===== src/rtl/conv_pkg.sv =====
// Shared types and derived sizes for the conv3d filter sequencer and its issue counters.
package conv_pkg;

    typedef logic [31:0] fp32_t;

    typedef enum logic [2:0] {
        IDLE   = 3'd0,
        CLR    = 3'd1,
        LOADW  = 3'd2,
        WAITK  = 3'd3,
        STREAM = 3'd4,
        DRAIN  = 3'd5,
        NEXT   = 3'd6,
        DONE   = 3'd7
    } state_t;

    // 72 channel-major weights followed by one bias word
    function automatic int kw_f(input int chanel);
        return 9 * chanel + 1;
    endfunction

    function automatic int npix_f(input int width, input int height);
        return width * height;
    endfunction

    function automatic int nout_f(input int width, input int height);
        return (width - 2) * (height - 2);
    endfunction

endpackage


===== src/rtl/seq_issue.sv =====
// Linear address issuer: emits len consecutive addresses from base, one per cycle,
// with a strobe delayed one cycle to line up with 1-cycle-latency memory data.
module seq_issue #(
    parameter int ADDR_W = 16
) (
    input  logic              clk,
    input  logic              resetn,
    input  logic              start,
    input  logic [ADDR_W-1:0] base,
    input  logic [ADDR_W-1:0] len,
    output logic [ADDR_W-1:0] addr,
    output logic              valid_d1,
    output logic              last
);

    logic [ADDR_W-1:0] count_r;
    logic              active_r;

    assign last = active_r && (count_r == len - ADDR_W'(1));

    // Issue counter, address register and delayed strobe
    always_ff @(posedge clk) begin
        if (!resetn) begin
            count_r  <= '0;
            addr     <= '0;
            active_r <= 1'b0;
            valid_d1 <= 1'b0;
        end else begin
            valid_d1 <= active_r;
            if (start) begin
                active_r <= 1'b1;
                count_r  <= '0;
                addr     <= base;
            end else if (last) begin
                active_r <= 1'b0;
            end else if (active_r) begin
                count_r <= count_r + ADDR_W'(1);
                addr    <= addr + ADDR_W'(1);
            end
        end
    end

endmodule


===== src/rtl/conv3d_filter_sched.sv =====
// Per-filter sequencer for the 8-channel 3x3 conv3d datapath: clear, load kernel,
// stream the feature map and capture every result into the output buffer.
module conv3d_filter_sched
    import conv_pkg::*;
#(
    parameter int WIDTH       = 8,
    parameter int HEIGHT      = 8,
    parameter int CHANEL      = 8,
    parameter int NUM_FILTERS = 16,
    parameter int ADDR_W      = 16,
    parameter int TIMEOUT     = 1024
) (
    input  logic              clk,
    input  logic              resetn,
    input  logic              start,
    output logic              busy,
    output logic              done,
    output logic              err,
    output logic [ADDR_W-1:0] wgt_addr,
    input  logic [31:0]       wgt_rdata,
    output logic [ADDR_W-1:0] img_addr,
    output logic              conv_resetn,
    output logic              load_kernel,
    output logic [31:0]       kernel,
    input  logic              load_kernel_done,
    output logic              data_valid_in,
    input  logic              conv_valid_out,
    input  logic [31:0]       conv_data,
    output logic              out_we,
    output logic [ADDR_W-1:0] out_addr,
    output logic [31:0]       out_wdata,
    output logic [7:0]        filter_idx
);

    localparam int TW = $clog2(TIMEOUT) + 1;
    localparam logic [ADDR_W-1:0] KW_A   = ADDR_W'(kw_f(CHANEL));
    localparam logic [ADDR_W-1:0] NPIX_A = ADDR_W'(npix_f(WIDTH, HEIGHT));
    localparam logic [ADDR_W-1:0] NOUT_A = ADDR_W'(nout_f(WIDTH, HEIGHT));

    state_t            state_r, state_nx_s;
    logic [TW-1:0]     tmr_r;
    logic [7:0]        fidx_r;
    logic [ADDR_W-1:0] wbase_r, obase_r, ocnt_r, oaddr_r;
    fp32_t             wdata_r;
    logic              busy_r, done_r, err_r, crst_r, we_r;
    logic              w_last_s, p_last_s, tmo_s, tmo_err_s, accept_s;
    logic              last_filter_s, drained_s, capt_s, drop_s;

    assign accept_s      = (state_r == IDLE) && start;
    assign tmo_s         = (tmr_r == TW'(TIMEOUT - 1));
    assign last_filter_s = (fidx_r == 8'(NUM_FILTERS - 1));
    assign drained_s     = (ocnt_r == NOUT_A) && !we_r;
    assign capt_s        = conv_valid_out && ((state_r == STREAM) || (state_r == DRAIN));
    assign drop_s        = capt_s && (ocnt_r == NOUT_A);

    seq_issue #(.ADDR_W(ADDR_W)) u_wgt (
        .clk      (clk),
        .resetn   (resetn),
        .start    (state_r == CLR),
        .base     (wbase_r),
        .len      (KW_A),
        .addr     (wgt_addr),
        .valid_d1 (load_kernel),
        .last     (w_last_s)
    );

    seq_issue #(.ADDR_W(ADDR_W)) u_pix (
        .clk      (clk),
        .resetn   (resetn),
        .start    ((state_r == WAITK) && load_kernel_done),
        .base     ({ADDR_W{1'b0}}),
        .len      (NPIX_A),
        .addr     (img_addr),
        .valid_d1 (data_valid_in),
        .last     (p_last_s)
    );

    // Next-state decode; timeouts abandon the filter and flag the error
    always_comb begin
        state_nx_s = state_r;
        tmo_err_s  = 1'b0;
        case (state_r)
            IDLE:   if (start) state_nx_s = CLR; else state_nx_s = IDLE;
            CLR:    state_nx_s = LOADW;
            LOADW:  if (w_last_s) state_nx_s = WAITK; else state_nx_s = LOADW;
            WAITK: begin
                if (load_kernel_done) begin
                    state_nx_s = STREAM;
                end else if (tmo_s) begin
                    state_nx_s = NEXT;
                    tmo_err_s  = 1'b1;
                end else begin
                    state_nx_s = WAITK;
                end
            end
            STREAM: if (p_last_s) state_nx_s = DRAIN; else state_nx_s = STREAM;
            DRAIN: begin
                if (drained_s) begin
                    state_nx_s = NEXT;
                end else if (tmo_s) begin
                    state_nx_s = NEXT;
                    tmo_err_s  = 1'b1;
                end else begin
                    state_nx_s = DRAIN;
                end
            end
            NEXT:    if (last_filter_s) state_nx_s = DONE; else state_nx_s = CLR;
            DONE:    state_nx_s = IDLE;
            default: state_nx_s = IDLE;
        endcase
    end

    // State register, registered status strobes and per-state timer
    always_ff @(posedge clk) begin
        if (!resetn) begin
            state_r <= IDLE;
            busy_r  <= 1'b0;
            done_r  <= 1'b0;
            crst_r  <= 1'b0;
            tmr_r   <= '0;
        end else begin
            state_r <= state_nx_s;
            busy_r  <= !((state_nx_s == IDLE) || (state_nx_s == DONE));
            done_r  <= (state_nx_s == DONE);
            crst_r  <= (state_nx_s != CLR);
            tmr_r   <= (state_nx_s != state_r) ? TW'(0) : tmr_r + TW'(1);
        end
    end

    // Filter index and running base addresses replace filter_idx*KW / filter_idx*NOUT
    always_ff @(posedge clk) begin
        if (!resetn) begin
            fidx_r  <= 8'd0;
            wbase_r <= '0;
            obase_r <= '0;
        end else if (accept_s) begin
            fidx_r  <= 8'd0;
            wbase_r <= '0;
            obase_r <= '0;
        end else if ((state_r == NEXT) && !last_filter_s) begin
            fidx_r  <= fidx_r + 8'd1;
            wbase_r <= wbase_r + KW_A;
            obase_r <= obase_r + NOUT_A;
        end
    end

    // Result capture into the output buffer plus the sticky error flag
    always_ff @(posedge clk) begin
        if (!resetn) begin
            ocnt_r  <= '0;
            we_r    <= 1'b0;
            oaddr_r <= '0;
            wdata_r <= '0;
            err_r   <= 1'b0;
        end else begin
            if (capt_s && !drop_s) begin
                we_r    <= 1'b1;
                oaddr_r <= obase_r + ocnt_r;
                wdata_r <= conv_data;
            end else begin
                we_r <= 1'b0;
            end
            if (accept_s || ((state_r == NEXT) && !last_filter_s)) begin
                ocnt_r <= '0;
            end else if (capt_s && !drop_s) begin
                ocnt_r <= ocnt_r + ADDR_W'(1);
            end
            if (accept_s) begin
                err_r <= 1'b0;
            end else if (tmo_err_s || drop_s) begin
                err_r <= 1'b1;
            end
        end
    end

    assign busy        = busy_r;
    assign done        = done_r;
    assign err         = err_r;
    assign conv_resetn = crst_r;
    assign kernel      = wgt_rdata;
    assign out_we      = we_r;
    assign out_addr    = oaddr_r;
    assign out_wdata   = wdata_r;
    assign filter_idx  = fidx_r;

endmodule


===== config.mk =====
export PLATFORM = sky130hd
export DESIGN_NAME = conv3d_filter_sched
export DESIGN_NICKNAME = d
export VERILOG_FILES = /design/src/rtl/conv_pkg.sv /design/src/rtl/seq_issue.sv /design/src/rtl/conv3d_filter_sched.sv
export SDC_FILE = /design/constraint.sdc
export NUM_CORES = 1
export LEC_CHECK = 0
export CAP_MARGIN = 20
export CELL_PAD_IN_SITES_DETAIL_PLACEMENT = 2
export CELL_PAD_IN_SITES_GLOBAL_PLACEMENT = 2
export CORE_ASPECT_RATIO = 0.6
export CORE_MARGIN = 2
export CORE_UTILIZATION = 31
export CTS_BUF_LIST = sky130_fd_sc_hd__clkbuf_16
export CTS_CLUSTER_SIZE = 30
export DETAILED_ROUTE_END_ITERATION = 8
export PLACE_DENSITY = 0.83
export SYNTH_ARGS = -nofsm -noshare
export SYNTH_HDL_FRONTEND = slang
export SYNTH_HIERARCHICAL = 1
export SYNTH_SLANG_ARGS = --single-unit

===== constraint.sdc =====
create_clock -name clk -period 3.3 [get_ports clk]
set_clock_uncertainty 0.1 [all_clocks]
set_input_delay 0.66 -clock clk [delete_from_list [all_inputs] [get_ports clk]]
set_output_delay 0.66 -clock clk [all_outputs]
set_load 0.005 [all_outputs]

==> impl_metrics.toml <==
[run_status]
outcome = "finished clean"

[worst_setup_path]
crit_type = "reg -> reg"
reg2reg_from = "u_wgt/count_r[6]"
critPathLaunch = "u_wgt/count_r[6]"
crit_path_end_kind = "register"
cp_max_fo = 11
arrival_ps = 3220
startpoint_type = "register"
ff2ff_setup_slack_ps = 330
cp.required_ps = 3550

[cells_and_area]
design_area_um2 = 13500
finalCoreUtilization_pct = 39.6
fin_nets = 1647
fill_cells = 3885
multi_input_area_um2 = 6910
layout-drive-gt1-share_pct = 6.45
synthToLayoutAreaGrowth_pct = 24.6
seqCellArea_um2 = 3780
final_cells = 2024
antenna_cells = 0

[logic_synthesis]
synth-async-reset-ratio_pct = 0
yosys-top-cells-area = "dfxtp_1 (35%), nand2_1 (5.8%), xnor2_1 (4.5%), a21oi_1 (4.4%), nor2_1 (3.3%)"
synth_flop_cell = "dfxtp_1"
synth_top_area_cell = "dfxtp_1"
synth_top_area_share_pct = 35.0
seq_area_frac_synth_pct = 35.0
synth_seq_cells = 189
avgSynthCellArea_um2 = 8.18
synthCells = 1320
synth.distinct_cells = 93
syn_area_um2 = 10800
synth-edff-count = 0
synth_warnings = 6

[clocking]
cts_tree = "done"
ctsHoldBuffers = 0
clock_latency_ps = 460
cts_made_buffers = 17
clkTransAtPathRegs_ps = 80
cts.sinks = 189
cts_root_buf = "clkbuf_16"
htreeDepth = 4
clockBufferDepth = 2

[sta]
tightest_slew_ps = 1030
max_freq_ghz = 0.337
fin_crit_sh_pct = 90.0
rsz0062_at_grt = "false"
setup_violations = 0
setup_tns_ps = 0
slew_headroom_pct = 31.1
timing_hold_violations_final = 0
finalCriticalPeriod_ps = 2970
drv_slew = 0

[power]
pwr-share-comb_pct = 8.8
p_seq_share_pct = 48.0
pwr-share-clk_pct = 43.2
p_int_mw = 3.56
p_leak_nw = 4.69
report.power.total_mw = 4.92
ir_drop_mv = 0.340
netSwitchingPower_mw = 1.35
switching_share_pct = 27.5
p_per_area_nw_per_um2 = 365

[floorplan]
die_h_um = 149
num_io_pins = 196
die_area_um2 = 36400
die_x_um = 245
initial_core_util_pct = 31.7
num_rows = 52
core_area_um2 = 34000

[placement]
gp_congestion = 0.838
dp.cells = 1990
numPortBuffers = 131
hpwl_um = 28400
place_area_um2 = 12800

[drt]
drt-pass1-iter-count = 5
routedWlPerCell_um = 19.0
wl_um = 38500
ant_nets = 0
vias = 10692
drc = 0
drtIter0Drc = 452
vias_per_cell = 5.28

[worst_hold_path]
hold_path_class = "reg -> reg"
worstHoldStart = "out_wdata[9]"

[global_route]
antenna_found_initial = 0
grt_pass1_vias = 11262
grt.overflow.total = 0
grt_max_degree = 50
grt.total_usage_pct = 21.3
grt_pass1_wl_um = 61700

[job]
cap_viol_max_count = 0
layout by cell type (no fill, tap or decap), drive strengths merged, types with 11 or more instances in the layout:
cell type and n:
dfxtp 189, nand2 166, conb 158, clkdlybuf4s50 130, nor2 98, a21oi 98, xnor2 55, o21ai 55
nand3 53, inv 39, xor2 38, nand4 35, or4 34, o31ai 30, nor3 30, a31oi 25
ha 25, and3 25, or3 24, buf 24, nor4 18, clkbuf 17, nor2b 16, nand2b 14
and2 13, nand3b 12, o211ai 11, nor4b 11
final cells by class:
type | instances | share of cell area, %
Timing Repair Buffer | 154 | 11.0
Sequential cell | 189 | 28.1
Inverter | 34 | 0.948
Clock inverter | 15 | 1.14
Multi-Input combinational cell | 1156 | 51.3
Clock buffer | 17 | 3.16
Tap cell | 459 | 4.27
cell families (layout without fill, tap and decap cells):
| kind of cell | count (synthesis) | in the layout | synth area share (%) |
|---|---|---|---|
| simple gates | 578 | 578 | 28.7 |
| flops | 189 | 189 | 35.0 |
| mux | 9 | 9 | 0.846 |
| buf+inv | 131 | 220 | 6.75 |
| xor+xnor | 93 | 93 | 7.54 |
| compound gates | 292 | 292 | 18.0 |
| other cells | 2 | 158 | 0.0695 |
| fa+ha+maj | 26 | 26 | 3.08 |
layer usage:
metal  GRT usage, %  share of wire, %  up-vias
met2           34.0                46      163
met3           3.93               3.5       57
met5              0                 0        -
met1           29.3                49     5395
li1               -                 -     5077
met4           6.01               1.7        0
synth_stat cells (all sizes together), types with 6 or more instances:
cell	number
a311oi	9
xnor2	55
clkbuf	36
a2111oi	7
nor3	30
and2	13
nand3b	12
buf	61
dfxtp	189
a211oi	8
nor4	18
nor4b	11
o21ai	55
a31oi	25
nand2	166
nand3	53
nor2	98
xor2	38
mux2i	8
o211ai	11
and4	6
ha	25
nand2b	14
and3	25
o31ai	30
a21oi	98
inv	33
nor3b	9
or3	24
or4	34
nand4	35
o2111a	6
nor2b	16
state kept, by name, indices dropped and copies added (netlist names), 14 cells and up:
name / flops
u_pix/count_r: 16
u_pix/addr: 16
wbase_r: 16
u_wgt/count_r: 16
u_wgt/addr: 16
obase_r: 14
out_wdata: 32
ocnt_r: 16
out_addr: 16
per-stage QoR:
step | hold WS, ps | setup WS (ps)
after floorplan | 326 | 523
after global placement | 341 | 160
after detailed placement | 349 | 40.6
after CTS | 364 | 7.58
after global routing | 389 | 21.2
final | 360 | 329
power by group through the flow:
stage,registers [mW],clock network [mW],logic [mW]
after floorplan,2.40,0,0.283
after global placement,2.41,0,0.400
after detailed placement,2.42,0,0.413
after CTS,2.36,2.17,0.419
after global routing,2.37,2.28,0.483
final,2.36,2.12,0.433
worst max-delay path, cell delays in order, from the launching register on:
cell      delay (ps)
dfxtp_1          390
xnor2_1          210
nor2_1            90
nor4_2           390
o211ai_1         180
a211oi_1         230
and4_2           310
nand2_1           80
a311oi_2         320
nor2_1            80
o221ai_1         190
buf_4            220
nor2_1            70
path summary, 6_finish.rpt:
path | depth (start not counted) | end
max | 12 | tmr_r[6]
min | 2 | out_wdata[9]
max reg2reg | 12 | tmr_r[6]
min reg2reg | 2 | out_wdata[9]
repair_timing:
| item | 4_1_cts | 5_1_grt |
|---|---|---|
| setup endpoints to repair | 0 | 14 |
| setup buffers | 0 | 1 |
| resized for setup | 0 | 3 |
| endpoints found under the hold margin | 0 | 0 |
No activity file was read; power rests on OpenSTA's default activity.
==> RTL edit 1 (same settings) <==
Register the input `conv_data` before use, without a reset. The logic sees it one clock later. The other inputs are not delayed to match.
--- a/src/rtl/conv3d_filter_sched.sv
+++ b/src/rtl/conv3d_filter_sched.sv
@@ -36,6 +36,12 @@
     localparam logic [ADDR_W-1:0] KW_A   = ADDR_W'(kw_f(CHANEL));
     localparam logic [ADDR_W-1:0] NPIX_A = ADDR_W'(npix_f(WIDTH, HEIGHT));
     localparam logic [ADDR_W-1:0] NOUT_A = ADDR_W'(nout_f(WIDTH, HEIGHT));
+
+    logic [31:0] conv_data_q;
+
+    always_ff @(posedge clk) begin
+        conv_data_q <= conv_data;
+    end
 
     state_t            state_r, state_nx_s;
     logic [TW-1:0]     tmr_r;
@@ -156,7 +162,7 @@
             if (capt_s && !drop_s) begin
                 we_r    <= 1'b1;
                 oaddr_r <= obase_r + ocnt_r;
-                wdata_r <= conv_data;
+                wdata_r <= conv_data_q;
             end else begin
                 we_r <= 1'b0;
             end
Function: same outputs for any inputs over 10 cycles, from zero or initial values and one cycle with resetn low; that may be too few to reach the edited logic, so the function may still have changed.
==> RTL edit 1 against the original RTL <==
Final area up 4.8%. Area after synthesis grew 4.0%. Worst setup slack worse by 0.11 ns. Sequential share of layout area increased by 3.2 points. Combinational power grew 3%. First-iteration DRC count is 5.3% higher. Total power rose by 21%. Sequential cell count rose by 32. Routed wire length grew 2.1%. Sequential power rose by 18%. Clock power up 28%. Critical path type unchanged. Critical endpoint is now ocnt_r[14]. Highest routed layer unchanged.
==> RTL edit 1: results (changes against the original RTL) <==
| Metric | Value |
|---|---|
| Fin Hold WS | 0.3367 ns (-0.02325 ns) |
| Slew @ Worst Pin | 0.9897 ns (-0.04136 ns) |
| Syn_area_per_cell | 8.384 sq um (+2.4%) |
| Finished Layout Cells | 2,064 (+2.0%) |
| Final worst slack | 0.2161 ns (-0.1127 ns) |
| Clk_lat worst skew | 0.54 ns (+0.08 ns) |
| Hold path startpoint | conv_data_q[13] |
| Commonest cells post-synth | 221 x dfxtp_1, 168 x nand2_1, 106 x nor2_1 |
| Crit path max fanout | 19 (+8) |
| H-tree levels | 1 (-3) |
| RePlAce Congestion | 0.7882 (-5.9%) |
| Unique masters post-synth | 84 (-9.7%) |
| Pre-CTS setup slack | 0.2013 ns (+0.1608 ns) |
| Final HPWL DP | 28.74 mm (+1.2%) |
| Number of global-route vias before repair | 11,350 (+0.78%) |
| Sequential share of power | 0.468 (-0.012) |
| Outcome | finished clean |
| Initial drt markers | 476 (+5.3%) |
| Worst setup path end | ocnt_r[14] |
| Placed instance area | 0.01335 sq mm (+3.9%) |
| Core Util, Final | 0.3994 (+0.003692) |
| Worst EP arrival | 3.44 ns (+0.22 ns) |
| First-pass GRT wire length | 62.51 mm (+1.4%) |
| TritonCTS buffer count | 24 (+7) |
| Combinational Power Share | 0.075 (-0.013) |
| CP top delay family | compound AO/OA/AOI/OAI gates |
| P_int | 0.004444 W (+25%) |
| Total iterations of the first detailed-routing run | 4 (-1) |
| Peak VDD IR | 313.9 uV (-7.6%) |
| Crit path from | u_wgt/count_r[9] |
| Depth of the worst register-to-register path | 13 (+1) |
| Vias per inst | 5.159 (-2.3%) |
| Routed len/inst | 19.04 um (about the same) |
==> RTL edit 1: cell families (layout without fill, tap and decap cells) <==
kind of cell,Yosys count,after routing,share of synthesized area
adders and majority gates,26,26,0.02962
buffers and inverters,127,228,0.06025
AOI/OAI and AO/OA,282,282,0.1628
other,2,158,0.0006685
and+or+nand+nor,576,576,0.2691
xor gates and xnor gates,97,97,0.07562
DFF,221,221,0.3938
muxes,9,9,0.008130
==> RTL edit 1: area by class of cell <==
type,count,share of cell area
Clock buffer,25,0.04431
Clock inverter,18,0.009749
Tap cell,467,0.04139
Inverter,33,0.008774
Timing Repair Buffer,152,0.1055
Multi-Input combinational cell,1148,0.4769
Sequential cell,221,0.3134
==> RTL edit 1: per-layer routing <==
layer / part of all wire / vias up / GRT usage / routed length, um
met3: 0.031 / 48 / 0.02921 / 1229
met1: 0.48 / 5367 / 0.2753 / 18820
met5: 0 / - / 0 / 0
met2: 0.47 / 145 / 0.3493 / 18470
met4: 0.020 / 0 / 0.04458 / 788
li1: - / 5088 / - / -
==> RTL edit 2 (same settings) <==
Without the edit above. `ADDR_W` is set to 16 in 2 places; all go to 15.
--- a/src/rtl/seq_issue.sv
+++ b/src/rtl/seq_issue.sv
@@ -1,7 +1,7 @@
 // Linear address issuer: emits len consecutive addresses from base, one per cycle,
 // with a strobe delayed one cycle to line up with 1-cycle-latency memory data.
 module seq_issue #(
-    parameter int ADDR_W = 16
+    parameter int ADDR_W = 15
 ) (
     input  logic              clk,
     input  logic              resetn,
--- a/src/rtl/conv3d_filter_sched.sv
+++ b/src/rtl/conv3d_filter_sched.sv
@@ -7,7 +7,7 @@
     parameter int HEIGHT      = 8,
     parameter int CHANEL      = 8,
     parameter int NUM_FILTERS = 16,
-    parameter int ADDR_W      = 16,
+    parameter int ADDR_W      = 15,
     parameter int TIMEOUT     = 1024
 ) (
     input  logic              clk,
Ports: changed (resized img_addr, out_addr and wgt_addr); port bits go from 196 to 193. No check against the original RTL was run, so the function may have changed too.
==> RTL edit 2 against the original RTL <==
Maximum frequency up 1.2%. Critical path depth is the same. Final cell count decreased by 4.1%. Highest routed layer unchanged. Final area down 4.3%. Worst setup slack improved by 0.034 ns. Total power decreased by 0.12%. Largest cell class unchanged. Area after synthesis shrank 4.9%. Sequential cell count down 8. Routed wire length is 3.6% lower. First-iteration DRC count up 17%.
==> RTL edit 2: results (changes against the original RTL) <==
| Metric | Value |
|---|---|
| Fin nets | 1,599 (-2.9%) |
| Initial drt markers | 530 (+17%) |
| Slowest Stage Delay on Critical Path | 0.45 ns (+0.06 ns) |
| Total iterations of the first detailed-routing run | 4 (-1) |
| Worst EP arrival | 3.19 ns (-0.03 ns) |
| Pin count of the biggest net entering global routing | 49 (-2.0%) |
| Routed via count | 10,180 (-4.8%) |
| Clock power share | 0.427 (-0.005) |
| Compound-Gate Fraction of Synth Area | 0.1675 (-0.01247) |
| Fillers | 3,732 (-3.9%) |
| Multi-input logic portion of the cell area | 0.5058 (-0.007651) |
| Inverters | 31 (-8.8%) |
| Peak VDD IR | 383.2 uV (+13%) |
| PortBufs | 128 (-2.3%) |
| Non-CTS buffers | 156 (+1.3%) |
| CTS tree | built |
| Slew @ Worst Pin | 0.8587 ns (-0.1724 ns) |
| H-tree levels | 4 (unchanged) |
| Combinational Power Share | 0.106 (+0.018) |
| Fraction of area in clock buffers and inverters | 0.04465 (+0.001630) |
| RePlAce Congestion | 0.8162 (-2.6%) |
| Number of global-route vias before repair | 10,890 (-3.3%) |
| XOR/XNOR Fraction of Synth Area | 0.07499 (-0.0004057) |
| Main area contributors after synthesis | dfxtp_1 35%, nand2_1 5.9%, xnor2_1 4.8% |
| Share of the yosys chip area belonging to registers | 0.3526 (+0.002326) |
| Final HPWL DP | 27.77 mm (-2.2%) |
| Portion of netlist area occupied by mux cells | 0.01558 (+0.007128) |
| Finished Layout Cells | 1,942 (-4.1%) |
| Tot GR Track Use | 0.2186 (+0.006086) |
| Unique masters post-synth | 79 (-15%) |
| Commonest cells post-synth | 181 x dfxtp_1, 161 x nand2_1, 111 x nor2_1 |
| Sequential cell area | 0.003623 sq mm (-4.2%) |
| Pleak | 4.769 nW (+1.6%) |
| Initial antenna violation count | 0 (unchanged) |
| Buffer share of cell area | 0.1182 (+0.007840) |
| First-pass GRT wire length | 60.38 mm (-2.1%) |
| Adder-Cell Fraction of Synth Area | 0.03117 (+0.0003579) |
| Syn_area_per_cell | 7.979 sq um (-2.5%) |
| Seq_cells | 181 (-4.2%) |
| Post-Route WL | 37.11 mm (-3.6%) |
| Sw Ratio | 0.2944 (+0.01898) |
| Outcome | finished clean |
| YS warnings | 6 (unchanged) |
| Multi-input gates | 1,118 (-3.3%) |
| Share of cells above drive strength 1 | 0.05138 (-0.01315) |
RTL edit 2: final timing paths:
kind | start | to | slack (ns) | depth (start not counted)
setup reg to reg | u_pix/count_r[3] | tmr_r[3] | 0.36 | 12
hold / removal | out_addr[4] | out_addr[4] | 0.36 | 2
setup / recovery | u_pix/count_r[3] | tmr_r[3] | 0.36 | 12
hold reg to reg | out_addr[4] | out_addr[4] | 0.36 | 2
RTL edit 2: metrics by stage:
step / total power, W / area (sq um) / setup slack (ns)
after global placement: 0.002821 / 12310 / 0.4486
after CTS: 0.004958 / 12890 / 0.3455
after floorplan: 0.002642 / 10830 / 0.6229
final: 0.004913 / 12890 / 0.3628
after detailed placement: 0.002845 / 12310 / 0.4145
after global routing: 0.005143 / 12890 / 0.1027
RTL edit 2: routing by layer:
layer  vias to the layer above  share of wire  GRT usage
met4                         0          0.013    0.04719
met1                      5132           0.50     0.3073
met2                       129           0.45     0.3439
met3                        40          0.031    0.04433
li1                       4876              -          -
met5                         -              0          0
